<file path="src/rtl/mem_pkg.sv">
// Shared encodings for the load/store data-port path.
// Op and size codes, FSM states and the alignment check.
package mem_pkg;

    typedef enum logic [1:0] {
        MEM_DISABLE   = 2'b00,
        MEM_READ_SEXT = 2'b01,
        MEM_READ_ZEXT = 2'b10,
        MEM_WRITE     = 2'b11
    } mem_op_e;

    typedef enum logic [1:0] {
        SZ_BYTE = 2'b00,
        SZ_HALF = 2'b01,
        SZ_WORD = 2'b10
    } mem_size_e;

    localparam logic [1:0] ST_IDLE    = 2'd0;
    localparam logic [1:0] ST_ISSUE   = 2'd1;
    localparam logic [1:0] ST_WAIT_RD = 2'd2;
    localparam logic [1:0] ST_DONE    = 2'd3;

    // Size code 2'b11 is handled as a word everywhere.
    function automatic logic misaligned(
        input logic [1:0] size,
        input logic [1:0] lo
    );
        logic isHalf;
        isHalf = (size == SZ_HALF);
        if (size == SZ_BYTE) return 1'b0;
        if (isHalf)          return lo[0];
        return (lo != 2'b00);
    endfunction

endpackage

</file>
<file path="src/rtl/mem_access_unit_if.sv">
// Request/response and RAM port-B signal bundle.
// slave = the access unit, master = pipeline plus RAM side.
interface mem_access_unit_if #(
    parameter int ADDR_W = 32
);
    logic              req_valid;
    logic              req_ready;
    logic [1:0]        req_op;
    logic [1:0]        req_size;
    logic [ADDR_W-1:0] req_addr;
    logic [31:0]       req_wdata;
    logic              resp_valid;
    logic [31:0]       resp_data;
    logic              resp_err;
    logic              ram_en;
    logic [3:0]        ram_we;
    logic [ADDR_W-1:0] ram_addr;
    logic [31:0]       ram_wdata;
    logic [31:0]       ram_rdata;
    logic              ram_read_valid;
    logic              ram_not_ready;

    modport slave (
        input  req_valid, req_op, req_size, req_addr, req_wdata,
        input  ram_rdata, ram_read_valid, ram_not_ready,
        output req_ready, resp_valid, resp_data, resp_err,
        output ram_en, ram_we, ram_addr, ram_wdata
    );

    modport master (
        output req_valid, req_op, req_size, req_addr, req_wdata,
        output ram_rdata, ram_read_valid, ram_not_ready,
        input  req_ready, resp_valid, resp_data, resp_err,
        input  ram_en, ram_we, ram_addr, ram_wdata
    );
endinterface

</file>
<file path="src/rtl/mem_access_unit_lane.sv">
// mem_lane_align: byte-lane mask, store replication and load
// extract/extend for a 32-bit word port.
module mem_lane_align
    import mem_pkg::*;
(
    input  logic [1:0]  size,
    input  logic [1:0]  addrLo,
    input  logic        sext,
    input  logic [31:0] wdata,
    input  logic [31:0] rdata,
    output logic [3:0]  byteEn,
    output logic [31:0] wdataAl,
    output logic [31:0] rdataExt
);
    logic [7:0]  b8;
    logic [15:0] h16;

    always_comb begin
        byteEn   = 4'b1111;
        wdataAl  = wdata;
        rdataExt = rdata;
        b8       = rdata[{addrLo, 3'b000} +: 8];
        h16      = rdata[{addrLo[1], 4'b0000} +: 16];
        unique case (1'b1)
            (size == SZ_BYTE): begin
                byteEn   = 4'b0001 << addrLo;
                wdataAl  = {4{wdata[7:0]}};
                rdataExt = {{24{sext & b8[7]}}, b8};
            end
            (size == SZ_HALF): begin
                byteEn   = addrLo[1] ? 4'b1100 : 4'b0011;
                wdataAl  = {2{wdata[15:0]}};
                rdataExt = {{16{sext & h16[15]}}, h16};
            end
            default: ;
        endcase
    end
endmodule

</file>
<file path="src/rtl/mem_access_unit.sv">
// Load/store initiator for RAM port B: FSM, request capture, timeout.
// Define MEM_MISALIGN_TRAP_EN to error misaligned half/word accesses.
module mem_access_unit
    import mem_pkg::*;
#(
    parameter int TIMEOUT_CYCLES = 16,
    parameter int ADDR_W         = 32
) (
    input logic               clk,
    input logic               reset,
    mem_access_unit_if.slave bus
);
    localparam int TW = $clog2(TIMEOUT_CYCLES);
    localparam logic [TW-1:0] TLAST = TW'(TIMEOUT_CYCLES - 1);

    logic [1:0]        state;
    logic [1:0]        opQ;
    logic [1:0]        sizeQ;
    logic [1:0]        loQ;
    logic [TW-1:0]     timer;
    logic              ramEn;
    logic [3:0]        ramWe;
    logic [ADDR_W-1:0] ramAddr;
    logic [31:0]       ramWdata;
    logic              respValid;
    logic              respErr;
    logic [31:0]       respData;

    logic        accept;
    logic        isIdle;
    logic        trap;
    logic [1:0]  alSize;
    logic [1:0]  alLo;
    logic [3:0]  laneEn;
    logic [31:0] laneWd;
    logic [31:0] laneRd;

    assign isIdle = (state == ST_IDLE);
    assign bus.req_ready = isIdle && !bus.ram_not_ready && !reset;
    assign accept = bus.req_valid && bus.req_ready;

`ifdef MEM_MISALIGN_TRAP_EN
    assign trap = misaligned(bus.req_size, bus.req_addr[1:0]);
`else
    assign trap = 1'b0;
`endif

    // Store lanes come from the live request, load lanes from the capture.
    assign alSize = isIdle ? bus.req_size : sizeQ;
    assign alLo   = isIdle ? bus.req_addr[1:0] : loQ;

    mem_lane_align u_lane (
        .size    (alSize),
        .addrLo  (alLo),
        .sext    (opQ == MEM_READ_SEXT),
        .wdata   (bus.req_wdata),
        .rdata   (bus.ram_rdata),
        .byteEn  (laneEn),
        .wdataAl (laneWd),
        .rdataExt(laneRd)
    );

    always_ff @(posedge clk) begin
        if (reset) begin
            state     <= ST_IDLE;
            opQ       <= MEM_DISABLE;
            sizeQ     <= SZ_BYTE;
            loQ       <= '0;
            timer     <= '0;
            ramEn     <= 1'b0;
            ramWe     <= '0;
            ramAddr   <= '0;
            ramWdata  <= '0;
            respValid <= 1'b0;
            respErr   <= 1'b0;
            respData  <= '0;
        end else begin
            ramEn     <= 1'b0;
            ramWe     <= '0;
            respValid <= 1'b0;
            respErr   <= 1'b0;
            respData  <= '0;
            unique case (state)
                ST_IDLE: if (accept) begin
                    opQ   <= bus.req_op;
                    sizeQ <= bus.req_size;
                    loQ   <= bus.req_addr[1:0];
                    if (bus.req_op == MEM_DISABLE) begin
                        state     <= ST_DONE;
                        respValid <= 1'b1;
                    end else if (trap) begin
                        state     <= ST_DONE;
                        respValid <= 1'b1;
                        respErr   <= 1'b1;
                    end else begin
                        state   <= ST_ISSUE;
                        ramEn   <= 1'b1;
                        ramAddr <= {bus.req_addr[ADDR_W-1:2], 2'b00};
                        if (bus.req_op == MEM_WRITE) begin
                            ramWe    <= laneEn;
                            ramWdata <= laneWd;
                        end else begin
                            ramWdata <= '0;
                        end
                    end
                end
                ST_ISSUE: begin
                    timer <= '0;
                    if (opQ == MEM_WRITE) begin
                        state     <= ST_DONE;
                        respValid <= 1'b1;
                    end else begin
                        state <= ST_WAIT_RD;
                    end
                end
                ST_WAIT_RD: begin
                    timer <= timer + 1'b1;
                    if (bus.ram_read_valid) begin
                        state     <= ST_DONE;
                        respValid <= 1'b1;
                        respData  <= laneRd;
                    end else if (timer == TLAST) begin
                        state     <= ST_DONE;
                        respValid <= 1'b1;
                        respErr   <= 1'b1;
                    end
                end
                default: state <= ST_IDLE;
            endcase
        end
    end

    assign bus.ram_en     = ramEn;
    assign bus.ram_we     = ramWe;
    assign bus.ram_addr   = ramAddr;
    assign bus.ram_wdata  = ramWdata;
    assign bus.resp_valid = respValid;
    assign bus.resp_err   = respErr;
    assign bus.resp_data  = respData;
endmodule

</file>
<file path="src/flat_wrapper.sv">
// flat-port wrapper written by rule: the top's interface ports become plain ports
module mem_access_unit_flat import mem_pkg::*;
#(
    parameter int TIMEOUT_CYCLES = 16,
    parameter int ADDR_W         = 32
)
  (clk, reset, bus_req_valid, bus_req_op, bus_req_size, bus_req_addr, bus_req_wdata, bus_ram_rdata, bus_ram_read_valid, bus_ram_not_ready, bus_req_ready, bus_resp_valid, bus_resp_data, bus_resp_err, bus_ram_en, bus_ram_we, bus_ram_addr, bus_ram_wdata);
  mem_access_unit_if #(.ADDR_W(ADDR_W)) bus_i ();
  input logic clk;
  input logic reset;
  input wire logic [$bits(bus_i.req_valid)-1:0] bus_req_valid;
  input wire logic [$bits(bus_i.req_op)-1:0] bus_req_op;
  input wire logic [$bits(bus_i.req_size)-1:0] bus_req_size;
  input wire logic [$bits(bus_i.req_addr)-1:0] bus_req_addr;
  input wire logic [$bits(bus_i.req_wdata)-1:0] bus_req_wdata;
  input wire logic [$bits(bus_i.ram_rdata)-1:0] bus_ram_rdata;
  input wire logic [$bits(bus_i.ram_read_valid)-1:0] bus_ram_read_valid;
  input wire logic [$bits(bus_i.ram_not_ready)-1:0] bus_ram_not_ready;
  output wire logic [$bits(bus_i.req_ready)-1:0] bus_req_ready;
  output wire logic [$bits(bus_i.resp_valid)-1:0] bus_resp_valid;
  output wire logic [$bits(bus_i.resp_data)-1:0] bus_resp_data;
  output wire logic [$bits(bus_i.resp_err)-1:0] bus_resp_err;
  output wire logic [$bits(bus_i.ram_en)-1:0] bus_ram_en;
  output wire logic [$bits(bus_i.ram_we)-1:0] bus_ram_we;
  output wire logic [$bits(bus_i.ram_addr)-1:0] bus_ram_addr;
  output wire logic [$bits(bus_i.ram_wdata)-1:0] bus_ram_wdata;
  assign bus_i.req_valid = bus_req_valid;
  assign bus_i.req_op = bus_req_op;
  assign bus_i.req_size = bus_req_size;
  assign bus_i.req_addr = bus_req_addr;
  assign bus_i.req_wdata = bus_req_wdata;
  assign bus_i.ram_rdata = bus_ram_rdata;
  assign bus_i.ram_read_valid = bus_ram_read_valid;
  assign bus_i.ram_not_ready = bus_ram_not_ready;
  assign bus_req_ready = bus_i.req_ready;
  assign bus_resp_valid = bus_i.resp_valid;
  assign bus_resp_data = bus_i.resp_data;
  assign bus_resp_err = bus_i.resp_err;
  assign bus_ram_en = bus_i.ram_en;
  assign bus_ram_we = bus_i.ram_we;
  assign bus_ram_addr = bus_i.ram_addr;
  assign bus_ram_wdata = bus_i.ram_wdata;
  mem_access_unit #(.TIMEOUT_CYCLES(TIMEOUT_CYCLES), .ADDR_W(ADDR_W)) u_core (.clk(clk), .reset(reset), .bus(bus_i));
endmodule
</file>
<file path="config.mk">
export PLATFORM = sky130hd
export DESIGN_NAME = mem_access_unit_flat
export DESIGN_NICKNAME = d
export VERILOG_FILES = /design/src/rtl/mem_pkg.sv /design/src/rtl/mem_access_unit_if.sv /design/src/rtl/mem_access_unit_lane.sv /design/src/rtl/mem_access_unit.sv /design/src/flat_wrapper.sv
export SDC_FILE = /design/constraint.sdc
export NUM_CORES = 1
export LEC_CHECK = 0
export ABC_AREA = 1
export BUFFER_PORTS_ARGS = -buffer_cell sky130_fd_sc_hd__buf_2
export CORE_UTILIZATION = 43
export CTS_CLUSTER_DIAMETER = 60
export DETAILED_ROUTE_END_ITERATION = 16
export PLACE_DENSITY_LB_ADDON = 0.3
export REMOVE_ABC_BUFFERS = 1
export SYNTH_ARGS = -nofsm -noshare
export SYNTH_HDL_FRONTEND = slang
export SYNTH_SLANG_ARGS = --single-unit
</file>
<file path="constraint.sdc">
create_clock -name clk -period 1.9 [get_ports clk]
set_clock_uncertainty 0.15 [all_clocks]
set_input_delay 0.095 -clock clk [delete_from_list [all_inputs] [get_ports clk]]
set_output_delay 0.095 -clock clk [all_outputs]
set_load 0.02 [all_outputs]
</file>
==> flow_summary.ini, run 1 <==
[final_layout]
final_util = 0.770
fin_area_um2 = 8750
syn2layout_area_growth_pct = 75.1
insertedDiodeCount = 0
final_common_cell = buf_2
layout_common_cells = buf_2 (206), nand2_1 (200), dfxtp_1 (111)
drive_gt1_frac = 0.364
nets = 1200

[yosys]
netlist_area_um2 = 5000
yosysUniqueCellTypes = 33
ys_seq_elements = 113
synth_cells = 734
synth.avg_cell_area_um2 = 6.81
synth-seq-area-share = 0.453
yosysWarnings = 0

[timing]
rsz0062_at_grt = yes
setup_viol = 25
maxSlewViolCount = 0
layout_min_cycle_time_ns = 1.96
setup-tns-final_ns = -0.394
worstMarginPinSlew_ns = 0.638
timing.final.ws_setup_ns = -0.0558
post-route-period-util = 1.03
relSlewSlack = 0.573
maxClockFrequency_ghz = 0.511
finalHoldViolations = 0

[die]
die_width_um = 110
core_region_area_um2 = 11400
num_rows = 39
start_util = 0.440
io_pins = 209
dieArea_um2 = 12100
chipHeight_um = 110

[global_routing]
grt_pass1_wl_mm = 27.0
grt.overflow.total = 0
antenna_found_initial = 0
grtUsageTotal = 0.296
grt_pass1_vias = 5820
grt_max_degree = 33

[cts]
cts_buffers = 17
cts_sinks = 113
cts-root-buf = clkbuf_16
htreeDepth = 4
clockBufferDepth = 2
clk_latency_ns = 0.42
cts_tree = yes
clk_pin_slew_worst_paths_ns = 0.06

[placement]
gp_congestion = 0.817
portBuffers = 206
place_area_um2 = 6480
dp_hpwl_mm = 10.4
dp_slack_ns = -0.165

[detailed_routing]
avgRoutedWirePerCell_um = 15.4
drcViolationCount = 0
drt_iter0_drc = 413
dr.pass1.iters = 7
ant_nets = 0
wl_mm = 19.1
drt-vias-per-instance = 5.06
vias = 6299

[status]
failed_checks = setup timing
status = finished, violations left

[setup_path]
arrival_ns = 2.17
crit_path_top_delay_cell = dfxtp_2
critPathCaptureType = register
crit_type = reg2reg
crit_path_max_incr_delay_ns = 0.32
cp.required_ns = 2.12
crit_path_start_kind = register
path_cells = inv_2 -> ha_4 -> inv_6 -> buf_12 -> nand2_2 -> nand2_2 -> nand2_1 -> nand2_1 -> nand2_2 -> nand4_4 -> buf_6 -> nand3_1 -> nand2_1 -> inv_1
path_max_fanout = 7

[job]
maxCapViolCount = 0

[worst_hold_path]
hold_path.class = in2reg

[power]
leakage_nw = 4.45
vdd_ir_drop_max_v = 0.00100
power_mw = 10.4
powerDensity_nw_per_um2 = 1190
repair_timing:
item	4_1_cts	5_1_grt
endpoints found under the hold margin	105	0
gates resized for setup	37	93
hold buffers	102	0
setup buffers	7	9
pin swaps	6	27
setup endpoints to repair	51	97
cloned	2	2
worst paths after layout:
path,start,end,slack (ns),depth (start not counted)
worst max-delay path,u_core.state[1]$_SDFFE_PP0P_,u_core.bus.resp_data[14]$_SDFF_PP0_,-0.06,14
worst min register to register,u_core.bus.ram_wdata[15]$_SDFFE_PP0P_,u_core.bus.ram_wdata[15]$_SDFFE_PP0P_,0.31,2
worst max register to register,u_core.state[1]$_SDFFE_PP0P_,u_core.bus.resp_data[14]$_SDFF_PP0_,-0.06,14
worst min-delay path,bus_req_wdata[30],u_core.bus.ram_wdata[30]$_SDFFE_PP0P_,0.01,6
cells in the mapped netlist:
cell type | n | area share
nand2_1 | 219 | 0.16
nor2_1 | 116 | 0.087
dfxtp_1 | 113 | 0.45
inv_1 | 71 | 0.053
o21ai_0 | 47 | 0.047
a21oi_1 | 41 | 0.041
nand3_1 | 38 | 0.038
clkbuf_1 | 18 | 0.014
buf_2 | 11 | 0.011
or2_2 | 8 | 0.010
o22ai_1 | 7 | 0.0088
buf_4 | 5 | 0.0075
ha_1 | 5 | 0.013
nand2_2 | 4 | 0.0050
nor3_1 | 4 | 0.0040
inv_2 | 3 | 0.0023
o21ai_1 | 3 | 0.0030
o21ai_2 | 3 | 0.0053
a211oi_1 | 2 | 0.0030
nor2_2 | 2 | 0.0025
nor3_4 | 2 | 0.0065
a21boi_0 | 1 | 0.0015
a31oi_1 | 1 | 0.0013
buf_1 | 1 | 0.00075
buf_6 | 1 | 0.0023
conb_1 | 1 | 0.00075
nand2_4 | 1 | 0.0023
nand3_4 | 1 | 0.0035
nand4_1 | 1 | 0.0013
nand4_2 | 1 | 0.0025
nor2_4 | 1 | 0.0023
o21a_1 | 1 | 0.0015
xnor2_1 | 1 | 0.0018
power by group:
group,internal [mW],total [mW],switching (mW)
logic,2.07,4.73,2.66
registers,2.52,2.59,0.0680
clock network,1.96,3.07,1.11
final cells by class:
class	instances	area [um2]
Clock buffer	23	498
Clock inverter	8	78.8
Fill cell	768	2620
Inverter	74	292
Multi-Input combinational cell	513	2690
Sequential cell	113	2260
Tap cell	143	179
Timing Repair Buffer	371	2750
worst max-delay path, delay by kind of cell, from the launching register on:
family,cells,cell delay (ns)
simple gates,8,0.70
buf+inv,5,0.53
fa+ha+maj,1,0.19
flops,1,0.32
metal layers:
layer,wire (um),up-vias,global-route usage
li1,-,3010,-
met5,0,-,0
met4,1100,0,0.185
met1,7250,2895,0.327
met2,9630,293,0.500
met3,1140,101,0.0836
registers in the layout, indices dropped and copies added (netlist names), 2 cells and up:
name	flops
u_core.opQ	2
u_core.bus.ram_we	4
u_core.loQ	2
u_core.bus.resp_data	32
u_core.state	2
u_core.timer	4
u_core.sizeQ	2
u_core.bus.ram_wdata	32
u_core.bus.ram_addr	30
logic make-up (layout without fill, tap and decap cells):
group	after synthesis	after routing	share of synthesized area
AND/OR/NAND/NOR	398	399	0.329
AO/OA/AOI/OAI	106	106	0.112
XOR/XNOR	1	1	0.00175
adder cells (fa/ha/maj)	5	5	0.0125
other	1	2	0.000750
flip-flops	113	113	0.453
buffers and inverters	110	476	0.0906
through the flow:
stage	cells	hold WS, ns
floorplan	699	0.0141
global placement	1092	0.133
detailed placement	1092	0.131
CTS	1234	0.0000202
global route	1245	0.0446
finish	1245	0.0125
No activity file was read; power rests on OpenSTA's default activity.
==> inputs of run 2 (changes only) <==
- HOLD_SLACK_MARGIN: default -> 0.02
==> run 2 against run 1 <==
The run now ends clean; via count fell by 1.1%; combinational power decreased by 6.6%; register-to-register slack improved by 0.06 ns.
==> flow_summary.ini, run 2 (synthesis gave the netlist of run 1 again) <==
[placement]
dp_slack_ns = -0.165
place_area_um2 = 6480
place_inst = 1092
portBuffers = 206
dp_hpwl_mm = 10.4
gp_congestion = 0.817

[timing]
timing.final.ws_setup_ns = 0.00878
maxSlewViolCount = 0
setup-tns-final_ns = 0
rsz0062_at_grt = yes
relSlewSlack = 0.584
post-route-period-util = 0.995
maxClockFrequency_ghz = 0.529
setup_viol = 0
layout_min_cycle_time_ns = 1.89
finalHoldViolations = 0
worstMarginPinSlew_ns = 0.621

[setup_path]
ff2ff_setup_slack_ns = 0.009
crit_path_top_delay_cell = dfxtp_2
critPathCaptureType = register
path_max_fanout = 12
reg2reg_to = u_core.bus.resp_data[10]$_SDFF_PP0_
arrival_ns = 2.11
r2r_start = u_core.state[1]$_SDFFE_PP0P_
crit_type = reg2reg
rr_worst_depth = 12
cp.buffers_inverters = 5
crit_path_max_incr_delay_ns = 0.32
crit_family = buffers and inverters
path_cells = inv_2 -> ha_4 -> buf_8 -> nand2_2 -> o21a_1 -> buf_4 -> o21ai_4 -> buf_4 -> nand2_1 -> nand3_1 -> nand2_1 -> inv_1
crit_path_start_kind = register
cp.required_ns = 2.11

[die]
die_width_um = 110
chipHeight_um = 110
io_pins = 209
start_util = 0.440
dieArea_um2 = 12100
core_region_area_um2 = 11400
num_rows = 39

[detailed_routing]
vias = 6232
ant_nets = 0
dr.pass1.iters = 5
drt-vias-per-instance = 5.02
avgRoutedWirePerCell_um = 14.8
drcViolationCount = 0
wl_mm = 18.4
drt_iter0_drc = 480

[cts]
clk_pin_slew_worst_paths_ns = 0.05
cts-root-buf = clkbuf_16
cts_buffers = 17
cts_tree = yes
clockBufferDepth = 2
htreeDepth = 4
cts_sinks = 113
clk_latency_ns = 0.41

[power]
power_mw = 10.1
leakage_nw = 4.36
vdd_ir_drop_max_v = 0.000970
powerDensity_nw_per_um2 = 1170

[global_routing]
grt_max_degree = 33
antenna_found_initial = 0
grt.overflow.total = 0
grt_pass1_vias = 5866
grtUsageTotal = 0.300
grt_pass1_wl_mm = 27.4

[status]
status = completed

[final_layout]
fin_area_um2 = 8580
nets = 1197
layout_common_cells = buf_2 (206), nand2_1 (203), dfxtp_1 (111)
syn2layout_area_growth_pct = 71.6
insertedDiodeCount = 0
fin_cells = 1242
drive_gt1_frac = 0.339
final_common_cell = buf_2

[worst_hold_path]
hold_path_end = u_core.bus.ram_wdata[27]$_SDFFE_PP0P_
min_from = bus_req_wdata[27]
hold_path.class = in2reg
whs_path_depth = 6

[job]
maxCapViolCount = 0
run 2: cell types whose count changed in the layout (fill, tap and decap cells not counted), moves of 2 or more:
cell,previous run,this run
nand2_4,4,2
nand2_1,200,203
nand3_1,23,32
o21ai_1,8,4
a21oi_1,32,36
nor2_1,105,110
a21oi_2,9,5
nand3_2,14,6
o21ai_0,39,44
nor2_2,9,5
clkbuf_16,19,17
run 2: power breakdown:
part | switching [mW] | internal, mW
clock | 1.10 | 1.96
combinational | 2.51 | 1.92
sequential | 0.0663 | 2.52
run 2: through the flow:
stage | utilization | hold WS, ns
floorplan | - | 0.0141
global placement | 0.570 | 0.133
detailed placement | 0.570 | 0.131
CTS | 0.731 | 0.0234
global route | 0.754 | 0.0897
finish | 0.754 | 0.0290
run 2: per-layer routing:
metal / share of wire / global-route usage / wire length, um
met2: 0.50 / 0.505 / 9230
met4: 0.054 / 0.190 / 991
met1: 0.38 / 0.332 / 7060
met5: 0 / 0 / 0
met3: 0.062 / 0.0836 / 1140
run 2: worst register-to-register path, cell delays in order, from the launching register on:
cell	delay, ns
dfxtp_2	0.32
inv_2	0.07
ha_4	0.17
buf_8	0.15
nand2_2	0.09
o21a_1	0.14
buf_4	0.15
o21ai_4	0.21
buf_4	0.17
nand2_1	0.06
nand3_1	0.08
nand2_1	0.05
inv_1	0.04
run 2: worst max-delay path by stage:
| stage | startpoint | end | slack, ns | depth (start not counted) |
|---|---|---|---|---|
| floorplan | u_core.state[0]$_SDFFE_PP0P_ | u_core.bus.ram_wdata[24]$_SDFFE_PP0P_ | -0.97 | 11 |
| global placement | u_core.state[0]$_SDFFE_PP0P_ | u_core.bus.resp_data[14]$_SDFF_PP0_ | -0.11 | 11 |
| detailed placement | u_core.state[0]$_SDFFE_PP0P_ | u_core.bus.resp_data[10]$_SDFF_PP0_ | -0.16 | 11 |
| CTS | u_core.state[1]$_SDFFE_PP0P_ | u_core.bus.ram_wdata[27]$_SDFFE_PP0P_ | 0.03 | 12 |
| global route | u_core.state[1]$_SDFFE_PP0P_ | u_core.bus.ram_wdata[27]$_SDFFE_PP0P_ | -0.12 | 12 |
| finish | u_core.state[1]$_SDFFE_PP0P_ | u_core.bus.resp_data[10]$_SDFF_PP0_ | 0.009 | 12 |
run 2: final cells by class:
type	instances	area, um2
fill	794	2790
multi-input combinational	513	2570
sequential	113	2260
timing repair buffer	368	2690
clock inverter	8	78.8
tap	143	179
clock buffer	23	498
inverter	74	289
run 2: timing repair:
item                                    in CTS  in global routing
endpoints found under the setup margin      51                 97
gates cloned                                 2                  0
hold buffers                               103                  0
endpoints found under the hold margin      105                  0
pin swaps                                    6                  7
setup buffers                                7                  7
gates resized for setup                     37                 57
==> inputs of run 3 (changes only) <==
- MAX_ROUTING_LAYER: default -> met4
==> run 3 against run 2 <==
The flow now finishes with violations (setup timing); clock power is essentially flat; final cell count about the same; combinational power increased by 7.7%; count of clock-buffer cells in the layout did not move; power up 3.4%.
==> flow_summary.ini, run 3 (synthesis gave the netlist of run 1 again) <==
[placement]
dp_hpwl_mm = 10.4
gp_congestion = 0.829
dp_slack_ns = -0.165
place_area_um2 = 6480
portBuffers = 206
place_inst = 1092

[setup_path]
rr_worst_depth = 14
crit_path_top_delay_cell = dfxtp_2
ff2ff_setup_slack_ns = -0.05
crit_type = reg2reg
reg2reg_to = u_core.bus.resp_data[4]$_SDFF_PP0_
crit_path_frequent_cell = nand2_1
cp.required_ns = 2.09
arrival_ns = 2.15
crit_path_start_kind = register
r2r_start = u_core.state[1]$_SDFFE_PP0P_
crit_path_max_incr_delay_ns = 0.33
path_max_fanout = 12
path_cells = inv_2 -> ha_4 -> buf_12 -> nand2_4 -> o21ai_2 -> buf_6 -> nor2_1 -> buf_4 -> nand2_1 -> nand2_1 -> nand2_1 -> nand2_1 -> nor2_1 -> nor2_1
critPathCaptureType = register

[global_routing]
antenna_found_initial = 0
grt.overflow.total = 0
grt_pass1_wl_mm = 27.4
grt_max_degree = 33
grtUsageTotal = 0.308
grt_pass1_vias = 5869

[final_layout]
fin_cells = 1243
drive_gt1_frac = 0.369
syn2layout_area_growth_pct = 75.8
layout_common_cells = buf_2 (206), nand2_1 (191), dfxtp_1 (111)
fin_area_um2 = 8790
final_common_cell = buf_2
insertedDiodeCount = 0
num-fill-cells = 765
nets = 1198

[cts]
clk_pin_slew_worst_paths_ns = 0.05
htreeDepth = 4
clockBufferDepth = 2
cts_sinks = 113
cts_buffers = 17
cts-root-buf = clkbuf_16
cts_tree = yes
clk_latency_ns = 0.41

[timing]
maxSlewViolCount = 0
maxClockFrequency_ghz = 0.512
relSlewSlack = 0.568
rsz0062_at_grt = yes
layout_min_cycle_time_ns = 1.95
setup_viol = 16
timing.final.ws_setup_ns = -0.0542
hold_ws_ns = 0.0252
post-route-period-util = 1.03
worstMarginPinSlew_ns = 0.646
finalHoldViolations = 0

[detailed_routing]
avgRoutedWirePerCell_um = 15.6
vias = 6279
drt-vias-per-instance = 5.05
drcViolationCount = 0
drt_iter0_drc = 402
dr.pass1.iters = 5
ant_nets = 0
wl_mm = 19.4

[die]
core_region_area_um2 = 11400
dieArea_um2 = 12100
num_rows = 39
io_pins = 209
start_util = 0.440
die_width_um = 110
chipHeight_um = 110

[power]
leakage_nw = 4.52
p_seq_frac = 0.249
power_frac_comb = 0.457
clockPowerShare = 0.294
powerDensity_nw_per_um2 = 1180
p_int_mw = 6.53
switching_share = 0.373
vdd_ir_drop_max_v = 0.000985
p_switching_mw = 3.88

[status]
status = finished, violations left
failed_checks = setup timing

[worst_hold_path]
min_from = bus_req_wdata[27]
hold_path.class = in2reg
hold_path_end = u_core.bus.ram_wdata[27]$_SDFFE_PP0P_
whs_path_depth = 6

[job]
maxCapViolCount = 0
## run 3: power groups by stage
stage	combinational [mW]	clock, mW	sequential (mW)
after global placement	3.29	0	2.62
final	4.76	3.06	2.59
after floorplan	1.78	0	2.76
after CTS	3.92	3.07	2.58
after detailed placement	3.32	0	2.62
after global routing	5.12	3.21	2.60
## run 3: layout make-up
| type | instances | area (um2) | area share |
|---|---|---|---|
| timing repair buffer | 369 | 2760 | 0.314 |
| inverter | 74 | 292 | 0.0332 |
| clock inverter | 8 | 78.8 | 0.00897 |
| clock buffer | 23 | 498 | 0.0567 |
| sequential | 113 | 2260 | 0.258 |
| multi-input combinational | 513 | 2720 | 0.309 |
| tap | 143 | 179 | 0.0204 |
## run 3: critical path: cells and delay by family (launching register included)
family                   cells  cell delay, ns
AND/OR/NAND/NOR              8            0.65
flip-flops                   1            0.33
buffers and inverters        4            0.54
adder cells (fa/ha/maj)      1            0.18
AO/OA/AOI/OAI                1            0.05
## run 3: per-stage QoR
step	power (mW)	setup TNS, ns	util
2_1_floorplan	4.54	-64.97	-
3_3_place_gp	5.91	-1.45	0.570
3_5_place_dp	5.95	-3.86	0.570
4_1_cts	9.57	0	0.731
5_1_grt	10.9	-4.70	0.773
6_report	10.4	-0.289	0.773
## run 3: layer usage
metal  global-route usage  up-vias  routed length, um
met5                    -        -                  0
met4                0.190        0               1070
met3               0.0830       98               1150
met2                0.504      293               9780
met1                0.332     2876               7420
li1                     -     3012                  -
## run 3: timing repair
action,CTS,global route
pin swaps,6,31
hold endpoints to repair,105,0
hold buffers,103,0
setup buffers,7,6
cloned,2,2
gates resized for setup,37,99
endpoints found under the setup margin,51,97
## run 3: worst max-delay path by stage
stage,slack [ns],cells after the start,startpoint,endpoint
after detailed placement,-0.16,11,u_core.state[0]$_SDFFE_PP0P_,u_core.bus.resp_data[10]$_SDFF_PP0_
after global placement,-0.11,11,u_core.state[0]$_SDFFE_PP0P_,u_core.bus.resp_data[14]$_SDFF_PP0_
after global routing,-0.22,12,u_core.state[1]$_SDFFE_PP0P_,u_core.bus.ram_wdata[31]$_SDFFE_PP0P_
after CTS,0.03,12,u_core.state[1]$_SDFFE_PP0P_,u_core.bus.ram_wdata[27]$_SDFFE_PP0P_
after floorplan,-0.97,11,u_core.state[0]$_SDFFE_PP0P_,u_core.bus.ram_wdata[24]$_SDFFE_PP0P_
final,-0.05,14,u_core.state[1]$_SDFFE_PP0P_,u_core.bus.resp_data[4]$_SDFF_PP0_
